File: src/rtl/mem_access_stage_if.sv
// Request/acknowledge data-RAM port of the MEM stage.
// The master is the pipeline stage and the slave is the RAM.
interface mem_access_stage_if #(
    parameter int ADDR_W = 8
);
    logic              ram_req;
    logic              ram_we;
    logic [ADDR_W-1:0] ram_addr;
    logic [3:0]        ram_be;
    logic [31:0]       ram_wdata;
    logic [31:0]       ram_rdata;
    logic              ram_ack;

    modport master (
        output ram_req, ram_we, ram_addr, ram_be, ram_wdata,
        input  ram_rdata, ram_ack
    );

    modport slave (
        input  ram_req, ram_we, ram_addr, ram_be, ram_wdata,
        output ram_rdata, ram_ack
    );
endinterface

File: src/rtl/mem_access_stage.sv
// MEM pipeline stage: big-endian byte/half/word loads and stores over a req/ack RAM, stalling upstream while busy.
// Optional macro MEM_MISALIGN_CHK_EN traps misaligned accesses and adds the misalign_trap port.
module mem_access_stage #(
    parameter int ADDR_W  = 8,
    parameter int TIMEOUT = 16
) (
    input  logic        clk,
    input  logic        Reset,
    input  logic [31:0] MEM_ALU_OUT_in,
    input  logic [31:0] MEM_RB_in,
    input  logic [3:0]  MEM_RAM_CTRL_in,
    input  logic        MEM_L_in,
    input  logic [4:0]  MEM_RD_in,
    input  logic        MEM_RF_LE_in,
    output logic [31:0] MEM_PD_out,
    output logic [4:0]  MEM_RD_out,
    output logic        MEM_RF_LE_out,
    output logic        stall_out,
    output logic        mem_err,
`ifdef MEM_MISALIGN_CHK_EN
    output logic        misalign_trap,
`endif
    mem_access_stage_if.master ram
);
    localparam int CNT_W = $clog2(TIMEOUT);

    typedef enum logic [1:0] {IDLE, REQ, DONE} state_t;

    state_t           state;
    logic [CNT_W-1:0] cnt;
    logic [31:0]      rdata_latch;
    logic [1:0]       size_q;
    logic [1:0]       off_q;

    logic       en;
    logic       is_write;
    logic [1:0] size;
    logic [1:0] off;
    logic       trap;

    assign en       = MEM_RAM_CTRL_in[3];
    assign is_write = MEM_RAM_CTRL_in[2];
    assign size     = MEM_RAM_CTRL_in[1:0];
    assign off      = MEM_ALU_OUT_in[1:0];

`ifdef MEM_MISALIGN_CHK_EN
    assign trap = (state == IDLE) && en &&
                  (((size == 2'b01) && off[0]) || (size[1] && (off != 2'b00)));
    assign misalign_trap = trap;
`else
    assign trap = 1'b0;
`endif

    // Lane 0 is bits [31:24]; half ignores off[0] and word ignores off, so accesses are forced aligned.
    function automatic logic [3:0] lane_be(input logic [1:0] sz, input logic [1:0] o);
        case (sz)
            2'b00:   lane_be = 4'b1000 >> o;
            2'b01:   lane_be = o[1] ? 4'b0011 : 4'b1100;
            default: lane_be = 4'b1111;
        endcase
    endfunction

    function automatic logic [31:0] lane_wdata(input logic [1:0] sz, input logic [31:0] rb);
        case (sz)
            2'b00:   lane_wdata = {4{rb[7:0]}};
            2'b01:   lane_wdata = {2{rb[15:0]}};
            default: lane_wdata = rb;
        endcase
    endfunction

    function automatic logic [31:0] lane_load(input logic [1:0] sz, input logic [1:0] o,
                                              input logic [31:0] d);
        case (sz)
            2'b00: begin
                case (o)
                    2'd0:    lane_load = {24'h0, d[31:24]};
                    2'd1:    lane_load = {24'h0, d[23:16]};
                    2'd2:    lane_load = {24'h0, d[15:8]};
                    default: lane_load = {24'h0, d[7:0]};
                endcase
            end
            2'b01:   lane_load = o[1] ? {16'h0, d[15:0]} : {16'h0, d[31:16]};
            default: lane_load = d;
        endcase
    endfunction

    always_comb begin
        // NOTE: every output gets a default before the case so no path leaves it unassigned (no latch).
        stall_out  = 1'b0;
        MEM_PD_out = MEM_L_in ? 32'h0 : MEM_ALU_OUT_in;
        case (state)
            IDLE:    stall_out = en && !trap;
            REQ:     stall_out = 1'b1;
            DONE:    if (MEM_L_in) MEM_PD_out = rdata_latch;
            default: stall_out = 1'b0;
        endcase
    end

    assign MEM_RF_LE_out = MEM_RF_LE_in & ~stall_out & ~trap;
    assign MEM_RD_out    = MEM_RD_in;

    // NOTE: state uses non-blocking assignments so every register samples pre-edge values.
    always_ff @(posedge clk or negedge Reset) begin
        if (!Reset) begin
            state         <= IDLE;
            cnt           <= '0;
            // NOTE: the load-data latch is a plain register and is cleared like all other state.
            rdata_latch   <= '0;
            size_q        <= '0;
            off_q         <= '0;
            mem_err       <= 1'b0;
            ram.ram_req   <= 1'b0;
            ram.ram_we    <= 1'b0;
            ram.ram_addr  <= '0;
            ram.ram_be    <= '0;
            ram.ram_wdata <= '0;
        end else begin
            mem_err <= 1'b0;
            case (state)
                IDLE: begin
                    if (en && !trap) begin
                        ram.ram_req   <= 1'b1;
                        ram.ram_we    <= is_write;
                        ram.ram_addr  <= MEM_ALU_OUT_in[ADDR_W+1:2];
                        ram.ram_be    <= lane_be(size, off);
                        ram.ram_wdata <= lane_wdata(size, MEM_RB_in);
                        size_q        <= size;
                        off_q         <= off;
                        cnt           <= '0;
                        state         <= REQ;
                    end
                end
                REQ: begin
                    cnt <= cnt + CNT_W'(1);
                    // An ack on the last allowed cycle still completes normally.
                    if (ram.ram_ack) begin
                        rdata_latch <= ram.ram_we ? 32'h0 : lane_load(size_q, off_q, ram.ram_rdata);
                        ram.ram_req <= 1'b0;
                        ram.ram_we  <= 1'b0;
                        state       <= DONE;
                    end else if (cnt == CNT_W'(TIMEOUT - 1)) begin
                        rdata_latch <= 32'h0;
                        ram.ram_req <= 1'b0;
                        ram.ram_we  <= 1'b0;
                        mem_err     <= 1'b1;
                        state       <= DONE;
                    end
                end
                DONE:    state <= IDLE;
                default: state <= IDLE;
            endcase
        end
    end
endmodule

File: src/flat_wrapper.sv
// flat-port wrapper written by rule: the top's interface ports become plain ports
module mem_access_stage_flat 
#(
    parameter int ADDR_W  = 8,
    parameter int TIMEOUT = 16
)
  (clk, Reset, MEM_ALU_OUT_in, MEM_RB_in, MEM_RAM_CTRL_in, MEM_L_in, MEM_RD_in, MEM_RF_LE_in, MEM_PD_out, MEM_RD_out, MEM_RF_LE_out, stall_out, mem_err, ram_ram_req, ram_ram_we, ram_ram_addr, ram_ram_be, ram_ram_wdata, ram_ram_rdata, ram_ram_ack);
  mem_access_stage_if #(.ADDR_W(ADDR_W)) ram_i ();
  input  logic clk;
  input  logic Reset;
  input  logic [31:0] MEM_ALU_OUT_in;
  input  logic [31:0] MEM_RB_in;
  input  logic [3:0] MEM_RAM_CTRL_in;
  input  logic MEM_L_in;
  input  logic [4:0] MEM_RD_in;
  input  logic MEM_RF_LE_in;
  output logic [31:0] MEM_PD_out;
  output logic [4:0] MEM_RD_out;
  output logic MEM_RF_LE_out;
  output logic stall_out;
  output logic mem_err;
  output wire logic [$bits(ram_i.ram_req)-1:0] ram_ram_req;
  output wire logic [$bits(ram_i.ram_we)-1:0] ram_ram_we;
  output wire logic [$bits(ram_i.ram_addr)-1:0] ram_ram_addr;
  output wire logic [$bits(ram_i.ram_be)-1:0] ram_ram_be;
  output wire logic [$bits(ram_i.ram_wdata)-1:0] ram_ram_wdata;
  input wire logic [$bits(ram_i.ram_rdata)-1:0] ram_ram_rdata;
  input wire logic [$bits(ram_i.ram_ack)-1:0] ram_ram_ack;
  assign ram_ram_req = ram_i.ram_req;
  assign ram_ram_we = ram_i.ram_we;
  assign ram_ram_addr = ram_i.ram_addr;
  assign ram_ram_be = ram_i.ram_be;
  assign ram_ram_wdata = ram_i.ram_wdata;
  assign ram_i.ram_rdata = ram_ram_rdata;
  assign ram_i.ram_ack = ram_ram_ack;
  mem_access_stage #(.ADDR_W(ADDR_W), .TIMEOUT(TIMEOUT)) u_core (.clk(clk), .Reset(Reset), .MEM_ALU_OUT_in(MEM_ALU_OUT_in), .MEM_RB_in(MEM_RB_in), .MEM_RAM_CTRL_in(MEM_RAM_CTRL_in), .MEM_L_in(MEM_L_in), .MEM_RD_in(MEM_RD_in), .MEM_RF_LE_in(MEM_RF_LE_in), .MEM_PD_out(MEM_PD_out), .MEM_RD_out(MEM_RD_out), .MEM_RF_LE_out(MEM_RF_LE_out), .stall_out(stall_out), .mem_err(mem_err), .ram(ram_i));
endmodule
File: config.mk
export PLATFORM = sky130hd
export DESIGN_NAME = mem_access_stage_flat
export DESIGN_NICKNAME = d
export VERILOG_FILES = /design/src/rtl/mem_access_stage_if.sv /design/src/rtl/mem_access_stage.sv /design/src/flat_wrapper.sv
export SDC_FILE = /design/constraint.sdc
export NUM_CORES = 1
export LEC_CHECK = 0
export ABC_AREA = 1
export BUFFER_PORTS_ARGS = -buffer_cell sky130_fd_sc_hd__buf_2
export CAP_MARGIN = 5
export CORE_AREA = 2 2 102 104
export CTS_CLUSTER_DIAMETER = 200
export DETAILED_ROUTE_END_ITERATION = 7
export DIE_AREA = 0 0 104 106
export PLACE_DENSITY = 0.79
export SYNTH_ARGS = -nofsm -noshare
export SYNTH_HDL_FRONTEND = slang
export SYNTH_SLANG_ARGS = --single-unit
export TNS_END_PERCENT = 30
File: constraint.sdc
create_clock -name clk -period 1.5 [get_ports clk]
set_input_delay 0.15 -clock clk [delete_from_list [all_inputs] [get_ports clk]]
set_output_delay 0.15 -clock clk [all_outputs]
set_load 0.02 [all_outputs]
==> results of run 1 <==
==> how the worst max path moves through the flow <==
stage                               start                      to  slack [ns]  cells past startpoint
after floorplan             u_core.cnt[0]  u_core.rdata_latch[17]        0.13                      7
after global placement      u_core.cnt[0]  u_core.rdata_latch[12]        0.16                      6
after global routing      u_core.state[0]           MEM_PD_out[9]       -0.17                      5
after detailed placement    u_core.cnt[0]  u_core.rdata_latch[23]        0.08                      6
after CTS                 u_core.state[1]           MEM_PD_out[4]       -0.05                      4
final                     u_core.state[0]           MEM_PD_out[4]       -0.08                      5
==> placed cells by master, fill, tap and decap left out, drive strengths merged <==
master       synthesis  layout
a21boi               6       6
a21oi               25      25
a31oi                8       8
buf                 19     217
clkbuf              18      12
clkinv               2       5
clkinvlp             0       2
dfrtp               89      89
dlygate4sd3          0       2
ha                   1       1
inv                 62      63
nand2              242     242
nand3               28      28
nand4                7       7
nor2                32      32
nor3                 1       1
o211ai               1       1
o21a                 6       6
o21ai               45      45
o22ai               32      32
or2                  1       1
xor2                 1       1
==> repair_timing <==
item                                    4_1_cts  5_1_grt
endpoints found under the hold margin        27        0
endpoints found under the setup margin       34       79
resized for setup                            82       33
hold buffers                                  2        0
pin swaps                                     3        2
setup buffers                                 5        3
cloned                                        2        2
==> tightest hold or removal path, cell delays in order <==
cell and delay, ns:
buf_2 0.09, nand2_1 0.05, a21oi_1 0.06
==> flip-flops by register name, indices dropped and copies added, names as in the netlist <==
signal	cells
u_core.rdata_latch	32
u_core.cnt	4
u_core.ram.ram_wdata	32
u_core.mem_err	1
u_core.state	2
u_core.ram.ram_addr	8
u_core.ram.ram_req	1
u_core.ram.ram_we	1
u_core.ram.ram_be	4
u_core.size_q	2
u_core.off_q	2
==> power by group through the flow <==
stage / logic, mW / registers, mW / clock network, mW
after detailed placement: 4.50 / 4.06 / 0
final: 5.05 / 4.07 / 1.55
after global placement: 4.41 / 4.06 / 0
after global routing: 5.53 / 4.19 / 1.69
after floorplan: 2.26 / 4.66 / 0
after CTS: 4.81 / 4.05 / 1.56
==> metal layers <==
metal / share of wire / up-vias / wire length [um]
li1: - / 2400 / -
met1: 0.44 / 2356 / 6550
met2: 0.47 / 253 / 7050
met3: 0.067 / 44 / 1010
met4: 0.029 / 0 / 433
met5: 0 / - / 0
==> final cells by class <==
type                    count  area (sq um)  area share
repair inverters            1          11.3     0.00173
flip-flops and latches     89          2230       0.343
well taps                 136           170      0.0262
multi-input cells         436          2160       0.333
inverters                  64           253      0.0389
clock buffers              11           141      0.0218
repair buffers            220          1490       0.229
clock inverters             5          41.3     0.00636
==> kinds of logic (layout without fill, tap and decap cells) <==
kind of cell | after synthesis | after routing | synth area share
flops | 89 | 89 | 0.480
simple gates | 311 | 311 | 0.268
fa+ha+maj | 1 | 1 | 0.00269
buf+inv | 101 | 301 | 0.0949
xor+xnor | 1 | 1 | 0.00189
compound gates | 123 | 123 | 0.153
==> stage by stage <==
stage | setup WS (ns) | TNS (ns) | util | hold slack [ns]
finish | -0.0836 | -1.20 | 0.649 | 0.0156
global route | -0.170 | -4.44 | 0.649 | 0.00667
CTS | -0.0477 | -0.691 | 0.633 | 0.0136
detailed placement | 0.0770 | 0 | 0.575 | 0.0999
global placement | 0.156 | 0 | 0.575 | 0.0956
floorplan | 0.125 | 0 | - | -0.146
==> flow_metrics.env, run 1 <==
export IMPL_status="finished with violations"
export IMPL_violations="negative setup slack"
export IMPL_power_density_nw_per_um2=1640
export IMPL_nets=932
export IMPL_grt_max_degree=45
export IMPL_grt_overflow_total=0
export IMPL_drive_gt1_frac=0.337
export IMPL_min_from="MEM_RB_in[23]"
export IMPL_area_growth_synth_to_final_pct=39.9
export IMPL_slew_viol_final=0
export IMPL_met2_usage=0.405
export IMPL_r2r_end="u_core.ram.ram_wdata[18]"
export IMPL_htree_levels=3
export IMPL_hold_viol=0
export IMPL_slowest_stage="dfrtp_1"
export IMPL_start_util=0.464
export IMPL_r2r_setup_slack_ns=0.01
export IMPL_cp_arrival_ns=1.43
export IMPL_power_frac_seq=0.382
export IMPL_dp_cells=932
export IMPL_num_antenna_cells=0
export IMPL_cts_root_buf="clkbuf_8"
export IMPL_core_area_sq_um=10000
export IMPL_ys_warn_count=0
export IMPL_maxCapViolCount=0
export IMPL_r2r_start="u_core.state[1]"
export IMPL_path_delay_family="buffers and inverters"
export IMPL_start_kind="flop"
export IMPL_grt_pass1_wl_um=23100
export IMPL_path_clk_slew_ns=0.10
export IMPL_gp_congestion=0.898
export IMPL_synth_edf_count=0
export IMPL_switching_share=0.438
export IMPL_cts_buffers=9
export IMPL_hold_depth=3
export IMPL_grt_use_met3=0.0466
export IMPL_synth_nets=737
export IMPL_viasPerCell=5.25
export IMPL_holdPathEnd="u_core.ram.ram_wdata[23]"
export IMPL_synth_async_reset_ratio=1.00
export IMPL_final_setup_worst_slack_ns=-0.0836
export IMPL_worst_path_largest_cell_delay_ns=0.39
export IMPL_clockBufferDepth=2
export IMPL_num_rows=37
export IMPL_fin_skew_ns=0.0126
export IMPL_period_share=1.06
export IMPL_crit_required_ns=1.35
export IMPL_final_cells=962
export IMPL_yosys_area_top_type_share=0.480
export IMPL_relSlewSlack=0.739
export IMPL_placedInstanceArea_sq_um=5750
export IMPL_met1_usage=0.371
export IMPL_firstDrtPassIters=6
export IMPL_setup_viol=34
export IMPL_synth_flop_cell="dfrtp_1"
export IMPL_syn_inst=626
export IMPL_fp_dieW_um=104
export IMPL_detail_route_wl_per_cell_um=15.6
export IMPL_busiest_layer="met2"
export IMPL_tightest_slew_ns=0.390
export IMPL_worst_r2r_path_depth=7
export IMPL_grt_pass1_vias=4591
export IMPL_crit_fanout=5
export IMPL_drt_wl_total_um=15000
export IMPL_filler_cell_count=909
export IMPL_rsz0062_at_grt="yes"
export IMPL_synth_common_cells="nand2_1, dfrtp_1, inv_1, o21ai_0, o22ai_1"
export IMPL_p_sw_mw=4.67
export IMPL_clockPowerShare=0.145
export IMPL_yosys_cell_count_top_type="nand2_1"
export IMPL_p_int_mw=6.00
export IMPL_drc=0
export IMPL_cts_sinks=89
export IMPL_synth_seq_cells=89
export IMPL_drt_iter0_markers=471
export IMPL_finalCriticalPeriod_ns=1.58
export IMPL_crit_type="flop to primary output"
export IMPL_antenna_found_initial=0
export IMPL_fin_area_sq_um=6490
export IMPL_hold_path_class="primary input to flop"
export IMPL_fmax_mhz=631
export IMPL_die_area_sq_um=11000
export IMPL_cts_tree="done"
export IMPL_fin_total_pwr_mw=10.7
export IMPL_io_buffer_count=185
export IMPL_end_kind="primary output"
export IMPL_vdd_drop_max_mv=0.772
export IMPL_cpMostUsedCell="buf_4"
export IMPL_grt_usage=0.262
export IMPL_avgSynthCellArea_sq_um=7.42
export IMPL_synth_cell_type_count=30
export IMPL_dieHeight_um=106
export IMPL_ios=196
export IMPL_p_leak_nw=3.43
export IMPL_ys_seq_area_frac=0.480
export IMPL_dp_final_hpwl_um=10100
export IMPL_synth_area_leaders="dfrtp_1, nand2_1, inv_1, o22ai_1, o21ai_0"
export IMPL_cp_buffers_inverters=3
export IMPL_clk_latency_ns=0.36
export IMPL_via_count=5053
export IMPL_crit_chain="inv_2 -> nand2_4 -> buf_4 -> o22ai_1 -> buf_4"
export IMPL_synth_area_sq_um=4640
export IMPL_ant_nets=0
export IMPL_p_comb_frac=0.473
export IMPL_netlist_top_cell_by_area="dfrtp_1"
(Power assumes the default switching activity.)
==> run 2: changes to the inputs <==
- TNS_END_PERCENT: 30 -> 5
==> flow_metrics.env, run 2 (synthesized netlist as in run 1, its figures left out) <==
export IMPL_grt_pass1_wl_um=23000
export IMPL_slowest_stage="dfrtp_1"
export IMPL_detail_route_wl_per_cell_um=15.5
export IMPL_firstDrtPassIters=8
export IMPL_drt_wl_total_um=14900
export IMPL_cts_buffers=9
export IMPL_final_cells=961
export IMPL_path_clk_slew_ns=0.09
export IMPL_fin_skew_ns=0.0119
export IMPL_via_count=5050
export IMPL_final_core_util=0.648
export IMPL_finalCriticalPeriod_ns=1.59
export IMPL_rsz0062_at_grt="yes"
export IMPL_htree_levels=3
export IMPL_worst_path_largest_cell_delay_ns=0.40
export IMPL_holdWs_ns=0.0140
export IMPL_setup_viol=34
export IMPL_hold_viol=0
export IMPL_fin_area_sq_um=6480
export IMPL_end_kind="primary output"
export IMPL_drc=0
export IMPL_violations="negative setup slack"
export IMPL_gp_congestion=0.898
export IMPL_start_kind="flop"
export IMPL_crit_type="flop to primary output"
export IMPL_status="finished with violations"
export IMPL_ant_nets=0
export IMPL_viasPerCell=5.25
export IMPL_maxCapViolCount=0
export IMPL_slew_viol_final=0
export IMPL_drt_iter0_markers=505
export IMPL_mostFrequentLayoutCell="nand2_1"
export IMPL_nets=931
export IMPL_path_delay_family="buffers and inverters"
export IMPL_multiInputGateArea_sq_um=2170
export IMPL_power_density_nw_per_um2=1640
export IMPL_io_buffer_count=185
export IMPL_top_regs="u_core.ram.ram_wdata: 32 flops, u_core.rdata_latch: 32 flops, u_core.ram.ram_addr: 8 flops"
export IMPL_num_antenna_cells=0
export IMPL_cts_root_buf="clkbuf_8"
export IMPL_area_growth_synth_to_final_pct=39.6
export IMPL_vdd_drop_max_mv=0.772
export IMPL_fp_dieW_um=104
export IMPL_grt_overflow_total=0
export IMPL_hold_path_class="primary input to flop"
export IMPL_clk_latency_ns=0.36
export IMPL_tightest_slew_ns=0.392
export IMPL_ios=196
export IMPL_mostFrequentLayoutCells="nand2_1, buf_2, dfrtp_1"
export IMPL_final_setup_worst_slack_ns=-0.0933
export IMPL_cp_buffers_inverters=3
export IMPL_num_rows=37
export IMPL_placedInstanceArea_sq_um=5750
export IMPL_filler_cell_count=922
export IMPL_fin_total_pwr_mw=10.6
export IMPL_cts_sinks=89
export IMPL_p_leak_nw=3.42
export IMPL_relSlewSlack=0.738
export IMPL_dp_cells=932
export IMPL_core_area_sq_um=10000
export IMPL_grt_pass1_vias=4576
export IMPL_tns_ns=-1.20
export IMPL_period_share=1.06
export IMPL_crit_fanout=5
export IMPL_cts_tree="done"
export IMPL_regArea_sq_um=2230
export IMPL_die_area_sq_um=11000
export IMPL_crit_required_ns=1.35
export IMPL_clockBufferDepth=2
export IMPL_crit_chain="inv_2 -> nand2_4 -> buf_2 -> o22ai_1 -> buf_4"
export IMPL_cp_arrival_ns=1.44
export IMPL_dp_final_hpwl_um=10100
export IMPL_post_place_ws_ns=0.0770
export IMPL_drive_gt1_frac=0.335
export IMPL_grt_max_degree=45
export IMPL_grt_usage=0.261
export IMPL_dieHeight_um=106
export IMPL_start_util=0.464
export IMPL_antenna_found_initial=0
export IMPL_fmax_mhz=628
==> run 2: cell count changes in the layout (fill, tap and decap cells not counted), sizes merged <==
cell,previous run,this run
clkbuf,12,11
==> run 2: worst register-to-register path, stage by stage, from the launching register on <==
cell and delay [ns]:
dfrtp_2 0.45, nor2_1 0.16, nand2_2 0.08, buf_4 0.15, inv_2 0.07, buf_12 0.20, nand4_1 0.14, o21a_1 0.13
==> run 2: what timing repair did <==
action                                  4_1_cts  5_1_grt
resized for setup                            83       33
gates cloned                                  2        1
setup buffers                                 5        3
endpoints found under the setup margin       34       79
hold buffers                                  2        0
hold endpoints to repair                     27        0
pin swaps                                     3        2
==> run 2: report_power, final <==
part | leakage (nW) | total, mW | switching (mW) | internal, mW
registers | 1.10 | 4.07 | 0.647 | 3.42
clock network | 0.0857 | 1.55 | 0.893 | 0.657
logic | 2.24 | 5.00 | 3.11 | 1.89
total | 3.42 | 10.6 | 4.65 | 5.97
==> run 2: routing by layer <==
metal  vias to the layer above  routed length (um)  global-route usage
met5                         -                   0                   0
met4                         0                 517              0.0936
met3                        49                1120              0.0435
met2                       268                6870               0.404
met1                      2333                6370               0.372
li1                       2400                   -                   -
==> run 2: final timing paths <==
path,cells past startpoint,slack [ns],to,startpoint
setup / recovery,5,-0.09,MEM_PD_out[4],u_core.state[0]
hold / removal,3,0.01,u_core.ram.ram_we,MEM_RAM_CTRL_in[2]
setup reg to reg,7,0.02,u_core.ram.ram_wdata[30],u_core.state[1]
hold reg to reg,2,0.48,u_core.ram.ram_wdata[0],u_core.ram.ram_wdata[0]
max in group asynchronous,3,0.66,u_core.rdata_latch[1],Reset
min in group asynchronous,2,0.24,u_core.rdata_latch[6],Reset
==> run 2: cell type report <==
class | instances | area share
Timing Repair Buffer | 219 | 0.226
Timing Repair inverter | 1 | 0.00174
Clock inverter | 5 | 0.00637
Clock buffer | 11 | 0.0218
Tap cell | 136 | 0.0262
Sequential cell | 89 | 0.344
Multi-Input combinational cell | 436 | 0.335
Inverter | 64 | 0.0390
==> run 3: changes to the inputs <==
- ABC_CLOCK_PERIOD_IN_PS: unset -> 1400
- CORE_AREA: 2 2 102 104 -> 2 2 106 108
- DIE_AREA: 0 0 104 106 -> 0 0 108 110
- PLACE_DENSITY: 0.79 -> 0.76
- clock period: 1.5 -> 1.4 ns (I/O delays scaled with it)
==> flow_metrics.env, run 3 (synthesized netlist as in run 1, its figures left out) <==
export IMPL_status="finished with violations"
export IMPL_violations="negative setup slack"
export IMPL_fp_dieW_um=108
export IMPL_viasPerCell=5.05
export IMPL_crit_required_ns=1.26
export IMPL_core_area_sq_um=10700
export IMPL_fin_total_pwr_mw=11.5
export IMPL_dp_cells=944
export IMPL_p_sw_mw=4.87
export IMPL_via_count=4908
export IMPL_worst_path_largest_cell_delay_ns=0.40
export IMPL_top_regs="u_core.ram.ram_wdata: 32 flops, u_core.rdata_latch: 32 flops, u_core.ram.ram_addr: 8 flops"
export IMPL_p_comb_frac=0.465
export IMPL_crit_chain="inv_2 -> nand2_4 -> buf_6 -> o22ai_1 -> buf_4"
export IMPL_p_int_mw=6.59
export IMPL_drt_wl_total_um=14300
export IMPL_finalCriticalPeriod_ns=1.55
export IMPL_drive_gt1_frac=0.341
export IMPL_end_kind="primary output"
export IMPL_detail_route_wl_per_cell_um=14.8
export IMPL_grt_max_degree=53
export IMPL_final_setup_worst_slack_ns=-0.147
export IMPL_maxCapViolCount=0
export IMPL_dieHeight_um=110
export IMPL_path_delay_family="buffers and inverters"
export IMPL_start_util=0.434
export IMPL_cts_buffers=9
export IMPL_nets=937
export IMPL_switching_share=0.425
export IMPL_gp_congestion=0.918
export IMPL_firstDrtPassIters=4
export IMPL_vdd_drop_max_mv=0.847
export IMPL_cp_buffers_inverters=3
export IMPL_period_share=1.11
export IMPL_num_rows=38
export IMPL_crit_fanout=10
export IMPL_htree_levels=3
export IMPL_cts_sinks=89
export IMPL_holdWs_ns=0.0243
export IMPL_grt_usage=0.240
export IMPL_area_growth_synth_to_final_pct=40.8
export IMPL_slowest_stage="dfrtp_1"
export IMPL_fmax_mhz=646
export IMPL_io_buffer_count=185
export IMPL_cp_arrival_ns=1.41
export IMPL_hold_viol=0
export IMPL_ant_nets=0
export IMPL_die_area_sq_um=11900
export IMPL_cts_tree="done"
export IMPL_drt_iter0_markers=312
export IMPL_start_kind="flop"
export IMPL_mostFrequentLayoutCells="nand2_1, buf_2, dfrtp_1"
export IMPL_drc=0
export IMPL_power_frac_seq=0.380
export IMPL_grt_pass1_vias=4497
export IMPL_fin_skew_ns=0.0103
export IMPL_setup_viol=86
export IMPL_final_cells=971
export IMPL_tightest_slew_ns=0.450
export IMPL_power_density_nw_per_um2=1750
export IMPL_path_clk_slew_ns=0.09
export IMPL_clk_latency_ns=0.35
export IMPL_crit_type="flop to primary output"
export IMPL_slew_viol_final=0
export IMPL_num_antenna_cells=0
export IMPL_final_core_util=0.611
export IMPL_cts_root_buf="clkbuf_8"
export IMPL_clockBufferDepth=2
export IMPL_dp_final_hpwl_um=10200
export IMPL_p_leak_nw=3.46
export IMPL_mostFrequentLayoutCell="nand2_1"
export IMPL_clockPowerShare=0.154
export IMPL_grt_pass1_wl_um=22400
export IMPL_relSlewSlack=0.700
export IMPL_grt_overflow_total=0
export IMPL_antenna_found_initial=0
export IMPL_rsz0062_at_grt="yes"
export IMPL_ios=196
export IMPL_hold_path_class="primary input to flop"
## run 3: final timing paths
check                                  startpoint                  endpoint  slack [ns]  cells past startpoint
max                               u_core.state[0]             MEM_PD_out[4]       -0.15                      5
min                                 MEM_RB_in[23]  u_core.ram.ram_wdata[23]        0.02                      3
max reg2reg                       u_core.state[0]  u_core.ram.ram_wdata[27]       -0.12                      8
min reg2reg                u_core.rdata_latch[27]    u_core.rdata_latch[27]        0.49                      2
max in group asynchronous                   Reset  u_core.ram.ram_wdata[31]        0.61                      3
min in group asynchronous                   Reset     u_core.rdata_latch[9]        0.28                      2
## run 3: power by group through the flow
stage | clock network [mW] | registers [mW] | logic, mW
after detailed placement | 0 | 4.35 | 4.87
after floorplan | 0 | 4.99 | 2.43
after global placement | 0 | 4.36 | 4.79
after CTS | 1.80 | 4.34 | 5.24
final | 1.77 | 4.36 | 5.33
after global routing | 1.93 | 4.49 | 5.93
## run 3: timing repair
item                                    in CTS  in global routing
cloned                                       1                  0
endpoints found under the hold margin       31                  0
pin swaps                                    3                  5
endpoints found under the setup margin      38                115
buffers inserted                             6                  1
resized for setup                           96                 24
hold buffers                                 3                  0
## run 3: layout make-up
class / instances / area, sq um
clock inverter: 6 / 68.8
timing repair buffer: 226 / 1530
tap: 140 / 175
clock buffer: 10 / 128
fill: 995 / 4160
inverter: 64 / 249
multi-input combinational: 436 / 2160
sequential: 89 / 2230
## run 3: metrics by stage
step                instance area [sq um]  worst slack (ns)  TNS (ns)
finish                               6540            -0.147     -4.92
global route                         6540            -0.219    -13.28
floorplan                            4640            0.0252         0
global placement                     5820            0.0284         0
CTS                                  6430            -0.133     -4.92
detailed placement                   5820           -0.0284   -0.0284
## run 3: tightest hold or removal path, stage by stage
cell	delay, ns
buf_2	0.09
nand2_1	0.05
a21oi_1	0.06
## run 3: per-layer routing
metal / vias up / global-route usage / share of wire
met5: - / 0 / 0
met4: 0 / 0.0769 / 0.020
met3: 26 / 0.0364 / 0.072
met2: 217 / 0.381 / 0.47
met1: 2260 / 0.341 / 0.44
li1: 2405 / - / -
